`config.mk`:
```
export PLATFORM = sky130hd
export DESIGN_NAME = rrp_add_sched
export DESIGN_NICKNAME = d
export VERILOG_FILES = /design/src/rtl/rrp_pkg.sv /design/src/rtl/rRp_add_clocked.sv /design/src/rtl/rrp_result_fifo.sv /design/src/rtl/rrp_add_sched.sv
export SDC_FILE = /design/constraint.sdc
export NUM_CORES = 1
export LEC_CHECK = 0
export CAP_MARGIN = 10
export CORE_ASPECT_RATIO = 1.75
export CORE_MARGIN = 2
export CORE_UTILIZATION = 50
export DETAILED_ROUTE_END_ITERATION = 8
export HOLD_SLACK_MARGIN = 0.03
export PLACE_DENSITY = 0.76
export SETUP_SLACK_MARGIN = 0.2
export SLEW_MARGIN = 10
export SYNTH_ARGS = -nofsm -noshare
export SYNTH_HDL_FRONTEND = slang
export SYNTH_SLANG_ARGS = --single-unit
```
`constraint.sdc`:
```
create_clock -name clock -period 3.3 [get_ports clock]
set_input_delay 0.66 -clock clock [delete_from_list [all_inputs] [get_ports clock]]
set_output_delay 0.66 -clock clock [all_outputs]
set_load 0.02 [all_outputs]
```
`src/rtl/rrp_pkg.sv`:
```
// Shared definitions for the round-robin adder scheduler: digit/operand
// width derivation, result FIFO sizing and the requester ID type.
package rrp_pkg;

  localparam int FIFO_DEPTH = 4;
  localparam int PTR_W      = 2;
  localparam int CNT_W      = 3;

  // Requester identity carried alongside every result.
  typedef enum logic {
    PORT0 = 1'b0,
    PORT1 = 1'b1
  } port_id_t;

  // Bits per signed digit: magnitude bits plus a sign bit.
  function automatic int calc_d(input int radix);
    return $clog2(radix) + 1;
  endfunction

  // Packed operand width for `width` digits.
  function automatic int calc_n(input int radix, input int width);
    return calc_d(radix) * width;
  endfunction

endpackage

```
`src/rtl/rRp_add_clocked.sv`:
```
// Two-stage clocked signed-digit (online-style) adder. Digits are two's
// complement, digit set {-(RADIX-1)..RADIX-1}. Stage 1 registers the
// operands, stage 2 registers the carry-free sum, so a pair presented in
// cycle c appears on s_out during cycle c+2. Data registers carry no reset.
module rRp_add_clocked #(
  parameter int RADIX = 4,
  parameter int WIDTH = 15,
  localparam int D = $clog2(RADIX) + 1,
  localparam int N = D * WIDTH
) (
  input  logic         clock,
  input  logic [N-1:0] x_in,
  input  logic [N-1:0] y_in,
  output logic [N+D-1:0] s_out
);

  // Two guard bits cover the digit-pair sum range of +/-2(RADIX-1).
  localparam int E = D + 2;
  localparam logic signed [E-1:0] TH  = E'(RADIX - 1);
  localparam logic signed [E-1:0] RV  = E'(RADIX);
  localparam logic signed [E-1:0] ONE = E'(1);

  logic [N-1:0]   x_q, y_q;
  logic [N+D-1:0] s_d, s_q;

  // Operand and sum pipeline registers.
  always_ff @(posedge clock) begin
    x_q <= x_in;
    y_q <= y_in;
    s_q <= s_d;
  end

  // Per digit: p = x+y split into transfer t (to the next digit) and
  // interim w, then s = w + incoming t. Thresholds at +/-(RADIX-1) keep
  // every output digit inside the digit set, so no carry ripples.
  always_comb begin
    logic signed [E-1:0] xd, yd, p, w, t_in, t_out;
    s_d   = '0;
    xd    = '0;
    yd    = '0;
    p     = '0;
    w     = '0;
    t_in  = '0;
    t_out = '0;
    for (int i = 0; i < WIDTH; i++) begin
      xd = E'($signed(x_q[i*D +: D]));
      yd = E'($signed(y_q[i*D +: D]));
      p  = xd + yd;
      if (p >= TH) begin
        t_out = ONE;
        w     = p - RV;
      end else if (p <= -TH) begin
        t_out = -ONE;
        w     = p + RV;
      end else begin
        t_out = '0;
        w     = p;
      end
      s_d[i*D +: D] = D'(w + t_in);
      t_in = t_out;
    end
    s_d[N +: D] = D'(t_in);
  end

  assign s_out = s_q;

endmodule

```
`src/rtl/rrp_result_fifo.sv`:
```
// Four-entry result FIFO with a combinational head. Push and pop in the
// same cycle leave the count unchanged; a pop on an empty FIFO is ignored.
module rrp_result_fifo
  import rrp_pkg::*;
#(
  parameter type entry_t = logic [7:0]
) (
  input  logic             clock,
  input  logic             reset,
  input  logic             push,
  input  entry_t           push_data,
  input  logic             pop,
  output entry_t           head,
  output logic [CNT_W-1:0] count
);

  entry_t           mem_q [FIFO_DEPTH];
  entry_t           mem_d [FIFO_DEPTH];
  logic [PTR_W-1:0] wr_ptr_q, wr_ptr_d;
  logic [PTR_W-1:0] rd_ptr_q, rd_ptr_d;
  logic [CNT_W-1:0] count_q, count_d;
  logic             do_pop;

  // Next-state for storage, pointers and occupancy.
  always_comb begin
    mem_d    = mem_q;
    wr_ptr_d = wr_ptr_q;
    rd_ptr_d = rd_ptr_q;
    count_d  = count_q;
    do_pop   = pop && (count_q != '0);
    if (push) begin
      mem_d[wr_ptr_q] = push_data;
      wr_ptr_d        = wr_ptr_q + 1'b1;
    end
    if (do_pop) begin
      rd_ptr_d = rd_ptr_q + 1'b1;
    end
    case ({push, do_pop})
      2'b10:   count_d = count_q + 1'b1;
      2'b01:   count_d = count_q - 1'b1;
      default: count_d = count_q;
    endcase
  end

  // Pointer and count registers with synchronous reset.
  always_ff @(posedge clock) begin
    if (reset) begin
      wr_ptr_q <= '0;
      rd_ptr_q <= '0;
      count_q  <= '0;
    end else begin
      wr_ptr_q <= wr_ptr_d;
      rd_ptr_q <= rd_ptr_d;
      count_q  <= count_d;
    end
  end

  // Entry storage; contents are meaningless until counted in.
  always_ff @(posedge clock) begin
    mem_q <= mem_d;
  end

  // Overflow guards; the scheduler's credit scheme keeps these unreachable.
  always_ff @(posedge clock) begin
    if (!reset) begin
      assert (count_q <= CNT_W'(FIFO_DEPTH));
      assert (!(push && (count_q == CNT_W'(FIFO_DEPTH)) && !do_pop));
    end
  end

  assign head  = mem_q[rd_ptr_q];
  assign count = count_q;

endmodule

```
`src/rtl/rrp_add_sched.sv`:
```
// Round-robin scheduler sharing one rRp_add_clocked adder between two
// requesters. Accepted pairs are tagged through the adder's two stages and
// the tagged sums are buffered in a 4-entry result FIFO.
//
// Handshakes: a transfer happens on a port in any cycle where valid and
// ready are both high. reqK_ready is combinational from the two valids and
// the credit state only (never from res_ready). res_valid/res_s/res_id are
// stable while res_valid is high and res_ready low; the head leaves on
// res_valid && res_ready.
module rrp_add_sched
  import rrp_pkg::*;
#(
  parameter int RADIX = 4,
  parameter int WIDTH = 15,
  localparam int D = calc_d(RADIX),
  localparam int N = calc_n(RADIX, WIDTH)
) (
  input  logic           clock,
  input  logic           reset,
  input  logic           req0_valid,
  output logic           req0_ready,
  input  logic [N-1:0]   req0_x,
  input  logic [N-1:0]   req0_y,
  input  logic           req1_valid,
  output logic           req1_ready,
  input  logic [N-1:0]   req1_x,
  input  logic [N-1:0]   req1_y,
  output logic           res_valid,
  input  logic           res_ready,
  output logic [N+D-1:0] res_s,
  output logic           res_id,
  output logic           busy
);

  typedef struct packed {
    port_id_t       id;
    logic [N+D-1:0] s;
  } res_entry_t;

  logic             p1_q, p1_d, p2_q, p2_d;
  port_id_t         id1_q, id1_d, id2_q, id2_d;
  port_id_t         last_q, last_d;
  logic [CNT_W-1:0] fifo_count;
  logic [CNT_W-1:0] occ;
  logic             issue_ok;
  logic             grant;
  port_id_t         grant_id;
  logic [N-1:0]     add_x, add_y;
  logic [N+D-1:0]   add_s;
  res_entry_t       push_entry, head_entry;
  logic             fifo_nonempty;
  logic             pop;

  // Credit check, round-robin arbitration, readys and adder operand mux.
  // Occupancy counts buffered plus in-flight results; a same-cycle pop is
  // deliberately not credited so ready never depends on res_ready.
  always_comb begin
    occ      = fifo_count + CNT_W'(p1_q) + CNT_W'(p2_q);
    issue_ok = !reset && (occ < CNT_W'(FIFO_DEPTH));
    grant_id = PORT0;
    if (req0_valid && req1_valid) begin
      grant_id = (last_q == PORT0) ? PORT1 : PORT0;
    end else if (req1_valid) begin
      grant_id = PORT1;
    end
    grant      = issue_ok && (req0_valid || req1_valid);
    req0_ready = grant && (grant_id == PORT0);
    req1_ready = grant && (grant_id == PORT1);
    add_x      = '0;
    add_y      = '0;
    if (grant) begin
      add_x = (grant_id == PORT1) ? req1_x : req0_x;
      add_y = (grant_id == PORT1) ? req1_y : req0_y;
    end
  end

  // Tag pipeline next-state: mirrors the adder's two register stages.
  always_comb begin
    p1_d   = grant;
    id1_d  = grant_id;
    p2_d   = p1_q;
    id2_d  = id1_q;
    last_d = grant ? grant_id : last_q;
  end

  // Valid bits and arbitration pointer; reset discards in-flight work and
  // points `last` at port 1 so port 0 wins the first contention.
  always_ff @(posedge clock) begin
    if (reset) begin
      p1_q   <= 1'b0;
      p2_q   <= 1'b0;
      last_q <= PORT1;
    end else begin
      p1_q   <= p1_d;
      p2_q   <= p2_d;
      last_q <= last_d;
    end
  end

  // ID tags follow the valid bits; only meaningful when the bit is set.
  always_ff @(posedge clock) begin
    id1_q <= id1_d;
    id2_q <= id2_d;
  end

  rRp_add_clocked #(
    .RADIX (RADIX),
    .WIDTH (WIDTH)
  ) u_add (
    .clock (clock),
    .x_in  (add_x),
    .y_in  (add_y),
    .s_out (add_s)
  );

  assign push_entry    = '{id: id2_q, s: add_s};
  assign fifo_nonempty = (fifo_count != '0);
  assign res_valid     = !reset && fifo_nonempty;
  assign pop           = res_valid && res_ready;

  rrp_result_fifo #(
    .entry_t (res_entry_t)
  ) u_fifo (
    .clock     (clock),
    .reset     (reset),
    .push      (p2_q),
    .push_data (push_entry),
    .pop       (pop),
    .head      (head_entry),
    .count     (fifo_count)
  );

  assign res_s  = head_entry.s;
  assign res_id = head_entry.id;
  assign busy   = !reset && (p1_q || p2_q || fifo_nonempty);

endmodule

```
==> qor.yml <==
run_status:
  run_status: "finished, final reports clean"
final_layout:
  ratio_of_cells_with_drive_above_1_in_the_final_layout_pct: 10.6
  antennaDiodeCount: 0
  layoutNonFillerInstCount: 1567
  syn_to_final_growth_pct: 27.7
  finish.net_count: 1450
routing:
  route.antenna.remaining_nets: 0
  drt_first_pass_iters: 4
  routed-via-count: 8361
  detail_route.wirelength_um: 27800
  drc: 0
  drt_iter0_markers: 317
  wire_per_inst_um: 17.7
  number_of_vias_per_cell: 5.34
setup_path:
  worst-r2r-setup-slack_ps: 500
  worst_r2r_path_depth: 10
  worst_path_largest_cell_delay_ps: 590
  setup_crit_path_kind: "reg -> out"
  r2r_end: "u_add.s_out[41]"
  startpoint_type: "register"
  timing.rr.start: "u_add.y_q[37]"
  setup.worst_path.end_class: "output port"
  crit_start: "u_fifo.rd_ptr_q[0]"
  critPathRequiredTime_ps: 2640
  critical_path_fanouts_max: 12
  crit_slowest_cell: "clkdlybuf4s50_1"
  worstPathCellList: "bufbuf_16 > mux4_2 > clkdlybuf4s50_1"
  worst-endpoint-arrival_ps: 2390
global_route:
  grt_pass1_wl_um: 43900
  grt_max_degree: 92
  gr-total-overflow: 0
  grt_util_all_layers_pct: 18.6
  antenna_found_initial: 0
  vias_in_the_first_global_route: 8741
cts:
  tritoncts: "yes"
  cts_root_buffer: "clkbuf_16"
  cts_num_sinks: 341
  clk_transition_reported_paths_ps: 70
  numCtsBuffers: 30
  clock_insertion_delay_worst_skew_ps: 560
  cts.path.max_buffers: 3
  clock_tree.htree_level_count: 1
logic_synthesis:
  ys_ff_latch: 341
  synth_area_leader_cell: "edfxtp_1"
  synth-async-reset-ratio_pct: 0
  synth_cells: 924
  number_of_flops_mapped_to_enable_cells_by_yosys: 192
  netlist_area_um2: 14200
  syn_avg_cell_area_um2: 15.4
  synth.lib_cells_used.distinct: 54
  synthesis.yosys.warnings: 0
  synthFlopType: "edfxtp_1"
  synthTopCellsByArea: "edfxtp_1 41%, dfxtp_1 21%, mux4_2 7.6%"
  postSynthNetCount: 1204
  netlist.area_leader.share_pct: 40.6
  yosysSeqAreaShare_pct: 61.5
min_path:
  worst_hold_path.endpoint: "id2_q"
  hold_class: "reg -> reg"
  hold_path_cell_cnt: 0
  start_point_of_the_worst_hold_path: "id1_q"
timing:
  setup_total_negative_slack_ps: 0
  slew_headroom_pct: 34.0
  min_period_over_period_pct: 92.3
  grt_setup_unrepaired: "no"
  clock-skew-final_ps: 10.0
  timing.final.setup_violations: 0
  tightestPinTransition_ps: 990
  achievable-frequency_ghz: 0.328
  hold_violations: 0
  finalWorstPathRequiredPeriod_ps: 3050
  slew_viol_final: 0
floorplanning:
  chipWidth_um: 131
  initial_utilization_pct: 50.8
  die_h_um: 227
  fp-row-count: 81
  placeableCoreArea_um2: 28000
  dieArea_um2: 29900
  boundaryPins: 238
power_and_ir_drop:
  pwr_density_cell_nw_per_um2: 612
  peakVddDrop_v: 0.000488
  power_leakage_nw: 6.91
placement:
  gp_routability_congestion: 0.786
  io_buffers: 237
  dpl.cell_count: 1508
  place.detailed.hpwl_um: 19200
flow_run:
  cap_viol_max_count: 0
-- sequential cells by signal, summed over array words and instances, names as in the netlist --
signal           cells
u_fifo.mem_q       192
u_add.s_out         47
u_add.x_q           45
u_add.y_q           45
u_fifo.count         3
u_fifo.rd_ptr_q      2
u_fifo.wr_ptr_q      2
id1_q                1
id2_q                1
last_q               1
p1_q                 1
p2_q                 1
-- timing repair --
action | CTS | global route
endpoints found under the setup margin | 41 | 12
gates resized for setup | 3 | 12
buffers inserted | 2 | 0
gates cloned | 1 | 0
hold buffers | 0 | 0
endpoints found under the hold margin | 0 | 0
-- layer usage --
layer	share of wire [%]	vias to the layer above	GRT usage [%]
met3	4.8	56	2.92
met1	36	4086	19.4
li1	-	4006	-
met4	4.0	0	8.59
met5	0	-	0
met2	56	213	36.2
-- cells in the mapped netlist (all sizes together) (5+ instances only) --
library cell / count
and2: 9
dfxtp: 149
xnor2: 12
o21ai: 18
xor3: 5
edfxtp: 192
nand2: 39
nand3: 11
nor2b: 11
buf: 29
nor2: 33
a22o: 90
fa: 30
a21oi: 32
clkbuf: 8
a31oi: 8
xor2: 18
nand3b: 5
ha: 65
inv: 38
nand2b: 15
mux4: 48
a22oi: 9
or3: 5
-- layout make-up --
| type | count | area, µm² |
|---|---|---|
| Fill cell | 2045 | 9820 |
| Inverter | 38 | 143 |
| Timing Repair Buffer | 251 | 2640 |
| Multi-Input combinational cell | 508 | 5070 |
| Clock inverter | 15 | 199 |
| Tap cell | 373 | 467 |
| Clock buffer | 41 | 875 |
| Sequential cell | 341 | 8750 |
-- worst max-delay path by stage --
stage | end | slack (ps)
2_1_floorplan | u_add.s_out[41] | 840
3_3_place_gp | req1_ready | 250
3_5_place_dp | req1_ready | 170
4_1_cts | req1_ready | 100
5_1_grt | res_s[7] | 210
6_report | res_s[7] | 250
-- power by group --
group,switching (mW),internal (mW)
clock network,1.49,2.24
registers,0.324,5.25
logic,0.833,0.955
-- metrics by stage --
| stage | setup WS, ps | instance area (µm²) | hold slack [ps] | utilization (%) | power (mW) |
|---|---|---|---|---|---|
| floorplan | 842 | 14200 | 310 | - | 6.70 |
| global placement | 247 | 17000 | 362 | 60.7 | 7.38 |
| detailed placement | 173 | 17000 | 344 | 60.7 | 7.47 |
| CTS | 103 | 18100 | 359 | 64.8 | 11.2 |
| global route | 207 | 18100 | 360 | 64.9 | 11.6 |
| finish | 254 | 18100 | 356 | 64.9 | 11.1 |
-- cells by family (layout without fill, tap and decap cells) --
family	count (synthesis)	after routing	synth area share (%)
and+or+nand+nor	135	135	4.67
xor gates and xnor gates	37	37	3.00
DFF	341	341	61.5
buffers and inverters	75	345	2.87
adders and majority gates	95	95	9.95
AOI/OAI and AO/OA	189	189	10.1
muxes	52	52	7.89
-- worst max-delay path, delay by kind of cell (launching register included) --
kind | cells | cell delay (ps)
buffers and inverters | 2 | 920
muxes | 1 | 500
DFF | 1 | 410
-- placed cells by master (no fill, tap or decap), types with 6 or more instances in the layout --
cell type	n
a22oi_1	9
dlymetal6s2s_1	12
a31oi_1	8
xnor2_1	12
a21oi_1	32
clkbuf_16	32
inv_1	36
xor2_1	18
clkdlybuf4s50_1	223
nand2b_1	15
edfxtp_1	192
nor2_1	32
nand3_1	10
dfxtp_1	146
o21ai_0	18
clkinv_2	6
buf_12	9
fa_1	30
nor2b_1	11
nand2_1	39
a22o_1	90
mux4_2	48
ha_1	65
Power figures use the tool's default switching activity.
